**config.mk**
```make
export PLATFORM = sky130hd
export DESIGN_NAME = prog_loader
export DESIGN_NICKNAME = d
export VERILOG_FILES = /design/src/rtl/rv_pkg.sv /design/src/rtl/opcode_legal_chk.sv /design/src/rtl/prog_loader.sv
export SDC_FILE = /design/constraint.sdc
export NUM_CORES = 1
export LEC_CHECK = 0
export ABC_CLOCK_PERIOD_IN_PS = 3700
export BUFFER_PORTS_ARGS = -buffer_cell sky130_fd_sc_hd__buf_2
export CAP_MARGIN = 20
export CORE_MARGIN = 1
export CORE_UTILIZATION = 30
export DETAILED_ROUTE_END_ITERATION = 6
export GPL_TIMING_DRIVEN = 0
export PLACE_DENSITY = 0.57
export SLEW_MARGIN = 10
export SYNTH_ARGS = -nofsm -noshare
export SYNTH_HDL_FRONTEND = slang
export SYNTH_SLANG_ARGS = --single-unit
```
**constraint.sdc**
```tcl
create_clock -name clk -period 3.7 [get_ports clk]
set_input_delay 0.74 -clock clk [delete_from_list [all_inputs] [get_ports clk]]
set_output_delay 0.74 -clock clk [all_outputs]
set_load 0.01 [all_outputs]
```
**src/rtl/rv_pkg.sv**
```systemverilog
`default_nettype none
// ============================================================================
// Module      : rv_pkg
// Description : Shared opcode constants and loader state encoding for the
//               instruction path (loader and main decoder).
// Revision    : 1.0 - initial release
// ============================================================================
package rv_pkg;

    // Major opcodes supported by the core's main decoder (instr[6:0])
    localparam logic [6:0] OP_LOAD   = 7'b0000011;
    localparam logic [6:0] OP_STORE  = 7'b0100011;
    localparam logic [6:0] OP_RTYPE  = 7'b0110011;
    localparam logic [6:0] OP_BRANCH = 7'b1100011;
    localparam logic [6:0] OP_ITYPE  = 7'b0010011;
    localparam logic [6:0] OP_JAL    = 7'b1101111;

    // Program loader states
    typedef enum logic [1:0] {
        ST_IDLE  = 2'd0,
        ST_RECV  = 2'd1,
        ST_WRITE = 2'd2,
        ST_DONE  = 2'd3
    } ld_state_e;

endpackage
`default_nettype wire

```
**src/rtl/opcode_legal_chk.sv**
```systemverilog
`default_nettype none
// ============================================================================
// Module      : opcode_legal_chk
// Description : Combinational check of a 7-bit major opcode against the set
//               the main decoder implements. Shared with the decoder for
//               illegal-instruction detection.
// Revision    : 1.0 - initial release
// ============================================================================
module opcode_legal_chk
    import rv_pkg::*;
(
    input  logic [6:0] op,
    output logic       legal
);

    // Flag opcodes the decoder understands; everything else is illegal
    always_comb begin
        legal = 1'b0;
        case (op)
            OP_LOAD, OP_STORE, OP_RTYPE,
            OP_BRANCH, OP_ITYPE, OP_JAL: legal = 1'b1;
            default:                     legal = 1'b0;
        endcase
    end

endmodule
`default_nettype wire

```
**src/rtl/prog_loader.sv**
```systemverilog
`default_nettype none
// ============================================================================
// Module      : prog_loader
// Description : Loads a program into instruction memory from a little-endian
//               byte stream (valid/ready), writing one 32-bit word per 4
//               bytes to sequential addresses. Holds the core in reset until
//               the load completes and counts words with unsupported opcodes.
// Revision    : 1.0 - initial release
// ============================================================================
module prog_loader
    import rv_pkg::*;
#(
    parameter int                ADDR_W    = 10,
    parameter logic [ADDR_W-1:0] BASE_ADDR = '0
)(
    input  logic              clk,
    input  logic              rst_n,
    input  logic              start,
    input  logic [ADDR_W:0]   word_count,
    input  logic              s_valid,
    input  logic [7:0]        s_data,
    output logic              s_ready,
    output logic              mem_we,
    output logic [ADDR_W-1:0] mem_addr,
    output logic [31:0]       mem_wdata,
    output logic              cpu_rst_n,
    output logic              busy,
    output logic              done,
    output logic [ADDR_W:0]   illegal_cnt,
    output logic [ADDR_W-1:0] first_illegal_addr
);

    localparam logic [ADDR_W:0]   CNT_ONE  = (ADDR_W+1)'(1);
    localparam logic [ADDR_W-1:0] ADDR_ONE = ADDR_W'(1);

    ld_state_e         state_q, state_d;
    logic [1:0]        byte_idx_q, byte_idx_d;
    logic [ADDR_W:0]   word_idx_q, word_idx_d;
    logic [ADDR_W:0]   word_cnt_q, word_cnt_d;
    logic              s_ready_q, s_ready_d;
    logic              mem_we_q, mem_we_d;
    logic [ADDR_W-1:0] mem_addr_q, mem_addr_d;
    logic [31:0]       mem_wdata_q, mem_wdata_d;
    logic              cpu_rst_n_q, cpu_rst_n_d;
    logic              busy_q, busy_d;
    logic              done_q, done_d;
    logic [ADDR_W:0]   illegal_cnt_q, illegal_cnt_d;
    logic [ADDR_W-1:0] first_illegal_addr_q, first_illegal_addr_d;
    logic              op_legal;

    opcode_legal_chk u_opcode_legal_chk (
        .op    (mem_wdata_q[6:0]),
        .legal (op_legal)
    );

    // Next-state logic; status outputs are derived from the next state so
    // they are registered and line up with the state they describe
    always_comb begin
        state_d              = state_q;
        byte_idx_d           = byte_idx_q;
        word_idx_d           = word_idx_q;
        word_cnt_d           = word_cnt_q;
        mem_addr_d           = mem_addr_q;
        mem_wdata_d          = mem_wdata_q;
        illegal_cnt_d        = illegal_cnt_q;
        first_illegal_addr_d = first_illegal_addr_q;

        case (state_q)
            ST_IDLE, ST_DONE: begin
                if (start) begin
                    mem_addr_d           = BASE_ADDR;
                    byte_idx_d           = 2'd0;
                    word_idx_d           = '0;
                    word_cnt_d           = word_count;
                    illegal_cnt_d        = '0;
                    first_illegal_addr_d = '0;
                    state_d              = (word_count == '0) ? ST_DONE : ST_RECV;
                end
            end
            ST_RECV: begin
                if (s_valid && s_ready_q) begin
                    // Little-endian: byte k lands in bits [8k+7:8k]
                    mem_wdata_d[{byte_idx_q, 3'b000} +: 8] = s_data;
                    byte_idx_d = byte_idx_q + 2'd1;
                    if (byte_idx_q == 2'd3) begin
                        state_d = ST_WRITE;
                    end
                end
            end
            ST_WRITE: begin
                if (!op_legal) begin
                    illegal_cnt_d = illegal_cnt_q + CNT_ONE;
                    if (illegal_cnt_q == '0) begin
                        first_illegal_addr_d = mem_addr_q;
                    end
                end
                if (word_idx_q == (word_cnt_q - CNT_ONE)) begin
                    state_d = ST_DONE;
                end else begin
                    // Address wraps naturally at 2^ADDR_W
                    mem_addr_d = mem_addr_q + ADDR_ONE;
                    word_idx_d = word_idx_q + CNT_ONE;
                    state_d    = ST_RECV;
                end
            end
            default: begin
                state_d = ST_IDLE;
            end
        endcase

        s_ready_d   = (state_d == ST_RECV);
        mem_we_d    = (state_d == ST_WRITE);
        busy_d      = (state_d == ST_RECV) || (state_d == ST_WRITE);
        done_d      = (state_d == ST_DONE);
        cpu_rst_n_d = (state_d == ST_DONE);
    end

    // State and output registers; async reset abandons any load in progress
    always_ff @(posedge clk or negedge rst_n) begin
        if (!rst_n) begin
            state_q              <= ST_IDLE;
            byte_idx_q           <= 2'd0;
            word_idx_q           <= '0;
            word_cnt_q           <= '0;
            s_ready_q            <= 1'b0;
            mem_we_q             <= 1'b0;
            mem_addr_q           <= BASE_ADDR;
            mem_wdata_q          <= '0;
            cpu_rst_n_q          <= 1'b0;
            busy_q               <= 1'b0;
            done_q               <= 1'b0;
            illegal_cnt_q        <= '0;
            first_illegal_addr_q <= '0;
        end else begin
            state_q              <= state_d;
            byte_idx_q           <= byte_idx_d;
            word_idx_q           <= word_idx_d;
            word_cnt_q           <= word_cnt_d;
            s_ready_q            <= s_ready_d;
            mem_we_q             <= mem_we_d;
            mem_addr_q           <= mem_addr_d;
            mem_wdata_q          <= mem_wdata_d;
            cpu_rst_n_q          <= cpu_rst_n_d;
            busy_q               <= busy_d;
            done_q               <= done_d;
            illegal_cnt_q        <= illegal_cnt_d;
            first_illegal_addr_q <= first_illegal_addr_d;
        end
    end

    assign s_ready            = s_ready_q;
    assign mem_we             = mem_we_q;
    assign mem_addr           = mem_addr_q;
    assign mem_wdata          = mem_wdata_q;
    assign cpu_rst_n          = cpu_rst_n_q;
    assign busy               = busy_q;
    assign done               = done_q;
    assign illegal_cnt        = illegal_cnt_q;
    assign first_illegal_addr = first_illegal_addr_q;

endmodule
`default_nettype wire

```
==> results of run 1 <==
[registers in the layout, summed over array words and instances, names as in the netlist, 2 cells and up]
| register | cells |
|---|---|
| mem_wdata | 32 |
| word_idx_q | 11 |
| first_illegal_addr | 10 |
| mem_addr | 10 |
| byte_idx_q | 2 |
| word_cnt_q | 11 |
| illegal_cnt | 11 |
| state_q | 2 |
[power by group through the flow]
stage	Combinational [mW]	Sequential, mW	Clock [mW]
floorplan	0.957	1.40	0
global placement	1.37	1.40	0
detailed placement	1.42	1.41	0
CTS	1.42	1.39	0.992
global route	1.61	1.41	1.04
finish	1.40	1.38	0.966
[metrics by stage]
stage               hold WS (ps)  setup slack (ps)
detailed placement           469               677
floorplan                    444              1060
CTS                          393               647
global placement             458               754
global route                 415               470
finish                       376               650
[layer usage]
metal,part of all wire [%],vias to the layer above,track usage (%)
met3,4.7,20,3.25
li1,-,1972,-
met1,45,1911,19.2
met4,2.3,0,8.01
met2,48,102,25.3
met5,0,-,0
[final cells by class]
class | instances | share of cell area, %
Buffer | 21 | 1.78
Clock buffer | 13 | 4.76
Clock inverter | 3 | 0.749
Inverter | 22 | 1.45
Multi-Input combinational cell | 375 | 37.7
Sequential cell | 93 | 41.0
Tap cell | 188 | 4.14
Timing Repair Buffer | 91 | 8.45
[cells in the final DEF, fill, tap and decap left out, types with 2 or more instances in the layout]
cell type | netlist | final
clkbuf_16 | 0 | 9
inv_1 | 22 | 22
a21oi_1 | 5 | 5
nor3b_1 | 4 | 4
nor3_1 | 9 | 9
nand2_1 | 110 | 110
buf_4 | 1 | 2
nand2b_1 | 7 | 7
nor4_1 | 9 | 9
nand4_1 | 4 | 4
dfrtp_1 | 93 | 93
o31ai_1 | 15 | 15
or3_1 | 2 | 2
nand3_1 | 17 | 17
buf_2 | 3 | 92
ha_1 | 16 | 16
buf_1 | 2 | 2
xor2_1 | 5 | 5
mux2_2 | 11 | 11
a31oi_1 | 5 | 5
clkbuf_1 | 13 | 14
nor2_1 | 31 | 31
clkbuf_8 | 0 | 3
buf_6 | 2 | 2
and3_1 | 12 | 12
o211ai_1 | 3 | 3
nor2b_1 | 2 | 2
o21ai_1 | 7 | 7
o21ai_0 | 71 | 71
xnor2_1 | 14 | 14
[synthesized netlist by cell type (2+ instances only)]
master,instances,area share [%]
a21oi_1,5,0.54
o21ai_0,71,7.6
nor2_1,31,2.5
nor4_1,9,1.2
nand2_1,110,8.9
xnor2_1,14,2.6
buf_6,2,0.48
o21ai_1,7,0.75
nor3_1,9,0.97
inv_1,22,1.8
o31ai_1,15,2.4
and3_1,12,1.6
mux2_2,11,2.7
buf_2,3,0.32
nand2b_1,7,0.94
buf_1,2,0.16
nor3b_1,4,0.65
nand3_1,17,1.8
nor2b_1,2,0.27
xor2_1,5,0.94
ha_1,16,4.3
or3_1,2,0.27
dfrtp_1,93,50
a31oi_1,5,0.67
o211ai_1,3,0.48
clkbuf_1,13,1.0
nand4_1,4,0.54
[worst min path at each step]
| stage | start | endpoint | slack (ps) | cells after the start |
|---|---|---|---|---|
| finish | rst_n | mem_wdata[15] | 380 | 1 |
| detailed placement | first_illegal_addr[9] | first_illegal_addr[9] | 470 | 2 |
| global placement | mem_wdata[10] | mem_wdata[10] | 460 | 2 |
| floorplan | rst_n | busy | 440 | 0 |
| CTS | rst_n | first_illegal_addr[4] | 390 | 1 |
| global route | rst_n | first_illegal_addr[4] | 410 | 1 |
[kinds of logic (layout without fill, tap and decap cells)]
family	Yosys count	after routing
XOR/XNOR	19	19
AO/OA/AOI/OAI	115	115
buffers and inverters	43	150
AND/OR/NAND/NOR	214	214
adder cells (fa/ha/maj)	16	16
flip-flops	93	93
multiplexers	11	11
==> metrics.yaml, run 1 <==
outcome: "complete, no violations"
p_int_mw: 2.31
cts_resized: 0
layout-drive-gt1-share_pct: 20.6
finClkSkew_ps: 11.1
swShare_pct: 38.5
synth-async-reset-ratio_pct: 100
antenna_found_initial: 0
area_growth_syn_to_layout_pct: 22.1
clk_pin_slew_ps: 60
final_hold_viol_count: 0
ir_drop_mv: 0.223
cp-start-kind: "flop"
routed_via_density: 4.97
critPathCapture: "word_idx_q[7]"
drt-initial-drc-count: 222
start_util_pct: 30.7
ys_types: 44
synth_top_family_by_area: "simple AND/OR/NAND/NOR gates"
wire_per_inst_um: 14.4
crit_slowest_cell: "or4b_4"
crit_required_ps: 3930
instances_no_fill: 806
p_per_area_nw_per_um2: 661
ys.flop_type: "dfrtp_1"
num-nets-final: 652
holdBufCountCts: 0
antenna_left: 0
synth-simple-area-share_pct: 21.0
io_buffers: 90
drt_pre_antenna_iters: 4
p_comb_share_pct: 37.4
synth_compound_area_share_pct: 14.5
fin_tns_setup_ps: 0
ctsRootBufferMaster: "clkbuf_16"
timing.final.crit_share_pct: 82.4
drc_errors: 0
insertion_delay_ps: 350
synth_edf_count: 0
dp.cells: 790
tightest_slew_ps: 1080
grt_pass1_wl_um: 19300
synth_seq_cells: 93
clock.fmax_mhz: 328
cp_cell_sequence: "inv_1 -> ha_1 -> or4b_4 -> nor3b_2 -> xnor2_1 -> a2111o_1 -> o31ai_4 -> or2_1 -> buf_6 -> buf_6 -> o21ai_1"
cp.depth: 11
post_cts.repair.setup_buffers: 0
synth_area_um2: 4650
cp-end-kind: "flop"
startpoint: "word_cnt_q[0]"
boundaryPins: 91
grt_overflow: 0
seq_area_frac_synth_pct: 50.0
ff2ff_setup_slack_ps: 650
path_class: "reg2reg"
rsz0062_at_grt: "no"
avgSynthCellArea_um2: 9.11
gp_congestion: 0.817
maxSlewHeadroom_pct: 28.0
p_leak_nw: 2.65
slew_violations: 0
clockBufferDepth: 2
synth.area.mux_share_pct: 2.66
r2r_end: "word_idx_q[7]"
synth_cells: 511
pwr-share-seq_pct: 36.9
slowest_delay_ps: 530
coreArea_um2: 15100
drv_cap: 0
critPathMostFrequentCell: "buf_6"
setup_violations: 0
multi_input_area_um2: 2140
pwr-share-clk_pct: 25.7
fin_total_pwr_mw: 3.75
gr-usage-all-layers_pct: 15.4
vias: 4005
dpl-instance-area_um2: 5370
grt_pass1_vias: 3801
crit_arrival_ps: 3280
fin_area_um2: 5680
hp-class: "in2async"
regArea_um2: 2330
reg2reg_from: "word_cnt_q[0]"
utilization_pct: 37.5
crit_family: "simple AND/OR/NAND/NOR gates"
clkSinkCount: 93
cp_num_buf_inv: 3
die_w_um: 127
die_h_um: 127
cts_max_level: 3
cts_made_buffers: 9
fin_crit_ps: 3050
synth_xor_area_share_pct: 3.58
n_fill_cell: 1512
row_count: 45
grt_max_degree: 54
critPathMaxFanout: 10
worst-r2r-cell-count: 11
hpwl_um: 8580
dieArea_um2: 16000
netSwitchingPower_mw: 1.44
syn-num-nets: 550
ys.warnings.count: 0
tritoncts: "yes"
drt-total-wl_um: 11600
synth-adder-area-share_pct: 4.30
antenna_cells: 0
No activity file was read; power rests on OpenSTA's default activity.
==> inputs of run 2 (changes only) <==
--- a/config.mk
+++ b/config.mk
@@ -5,7 +5,7 @@
 export SDC_FILE = /design/constraint.sdc
 export NUM_CORES = 1
 export LEC_CHECK = 0
-export ABC_CLOCK_PERIOD_IN_PS = 3700
+export ABC_CLOCK_PERIOD_IN_PS = 3100
 export BUFFER_PORTS_ARGS = -buffer_cell sky130_fd_sc_hd__buf_2
 export CAP_MARGIN = 20
 export CORE_MARGIN = 1
==> constraint.sdc (replaced) <==
create_clock -name clk -period 3.1 [get_ports clk]
set_input_delay 0.62 -clock clk [delete_from_list [all_inputs] [get_ports clk]]
set_output_delay 0.62 -clock clk [all_outputs]
set_load 0.01 [all_outputs]
==> run 2 against run 1 <==
Net effect:
- largest power group unchanged
- sequential share of layout area decreased by 0.072 points
- setup slack got worse by 470 ps
- first-iteration DRC count increased by 2.7%
- die area unchanged
- via count about the same
- non-clock buffer count increased by 1
- power increased by 20%
- routed wire length increased by 0.22%
- maximum frequency increased by 4.5%
- register-to-register slack got worse by 470 ps
- critical path depth unchanged
- largest cell class unchanged
- highest routed layer unchanged
==> metrics.yaml, run 2 (synthesis gave the netlist of run 1 again) <==
hp-class: "in2async"
critPathMostFrequentCell: "buf_6"
drv_cap: 0
antenna_cells: 0
slew_violations: 0
ctsRootBufferMaster: "clkbuf_16"
io_buffers: 90
p_per_area_nw_per_um2: 791
fin_ws_ps: 180
fin_tns_setup_ps: 0
clock.fmax_mhz: 342
wire_per_inst_um: 14.4
cts_max_level: 3
drc_errors: 0
hold_ws_ps: 256
antenna_left: 0
drt_pre_antenna_iters: 4
dr_wl_met2_um: 5610
fin_crit_ps: 2920
rsz0062_at_grt: "no"
clockBufferDepth: 2
dieArea_um2: 16000
path_class: "reg2reg"
hpwl_um: 8580
largest_reg_flops: 32
grt_overflow: 0
insertion_delay_ps: 350
start_util_pct: 30.7
final_common_cell: "nand2_1"
antenna_found_initial: 0
highest-signal-layer: "met4"
setup_violations: 0
met3RoutedLength_um: 546
holdBufCountCts: 0
clk_pin_slew_ps: 60
gr-usage-all-layers_pct: 15.4
gp_congestion: 0.817
grt_max_degree: 54
finClkSkew_ps: 11.0
die_h_um: 127
routed_via_density: 4.96
drt-initial-drc-count: 228
outcome: "complete, no violations"
drt-total-wl_um: 11600
critPathMaxFanout: 10
grt_pass1_vias: 3801
row_count: 45
crit_arrival_ps: 3150
coreArea_um2: 15100
num-nets-final: 653
die_w_um: 127
tightest_slew_ps: 1070
wl_met1_um: 5200
n_fill_cell: 1511
cp-end-kind: "flop"
final_cell_mix: "nand2_1 (110), dfrtp_1 (93), buf_2 (92)"
tritoncts: "yes"
slowest_delay_ps: 510
boundaryPins: 91
cts_made_buffers: 9
timing.final.crit_share_pct: 94.2
crit_slowest_cell: "or4b_4"
area_growth_syn_to_layout_pct: 22.3
maxSlewHeadroom_pct: 28.4
cp-start-kind: "flop"
grt_pass1_wl_um: 19300
ir_drop_mv: 0.267
dp_slack_ps: 77.4
clkSinkCount: 93
vias: 4004
fin_total_pwr_mw: 4.50
cp_cell_sequence: "inv_1 -> ha_2 -> or4b_4 -> nor3b_2 -> xnor2_1 -> a2111o_1 -> o31ai_4 -> or2_1 -> buf_6 -> buf_6 -> o21ai_1"
final_hold_viol_count: 0
crit_required_ps: 3330
layout-drive-gt1-share_pct: 20.8
p_leak_nw: 2.66
## run 2: cell type report
cell class                 count  area, um2  share of cell area (%)
sequential                    93       2330                    40.9
multi-input combinational    375       2150                    37.7
timing repair buffer          92        488                    8.57
clock buffer                  13        270                    4.75
tap                          188        235                    4.13
buffer                        21        101                    1.78
inverter                      22       82.6                    1.45
clock inverter                 3       42.5                   0.747
## run 2: final timing paths
kind | start | endpoint | slack, ps | depth (start not counted)
max | word_cnt_q[0] | word_idx_q[7] | 180 | 11
min | rst_n | mem_wdata[15] | 260 | 1
max reg2reg | word_cnt_q[0] | word_idx_q[7] | 180 | 11
min reg2reg | mem_wdata[12] | mem_wdata[12] | 480 | 2
max in group asynchronous | rst_n | illegal_cnt[10] | 2190 | 2
min in group clk | mem_wdata[12] | mem_wdata[12] | 480 | 2
## run 2: per-stage QoR
stage | instance area, um2 | util (%) | instances
finish | 5690 | 37.6 | 807
global route | 5690 | 37.6 | 807
CTS | 5680 | 37.5 | 806
detailed placement | 5370 | 35.5 | 790
global placement | 5340 | 35.3 | 789
floorplan | 4650 | - | 511
## run 2: power by group
group	internal [mW]	switching (mW)	leakage, nW
Combinational	0.644	1.05	1.25
Clock	0.690	0.461	0.152
Sequential	1.44	0.217	1.26
Total	2.77	1.73	2.66
## run 2: metal layers
metal | up-vias | global-route usage, %
li1 | 1974 | -
met3 | 20 | 3.25
met4 | 0 | 8.01
met5 | - | 0
met1 | 1904 | 19.2
met2 | 106 | 25.3
## run 2: critical path, delay by kind of cell, from the launching register on
family          cells  cell delay, ps
fa+ha+maj           1             240
xor+xnor            1             100
compound gates      3             730
flops               1             440
simple gates        3             890
buf+inv             3             410
## run 2: timing repair
item                       in CTS  in global routing
resized for setup               0                  1
setup endpoints to repair       0                 16
setup buffers                   0                  1
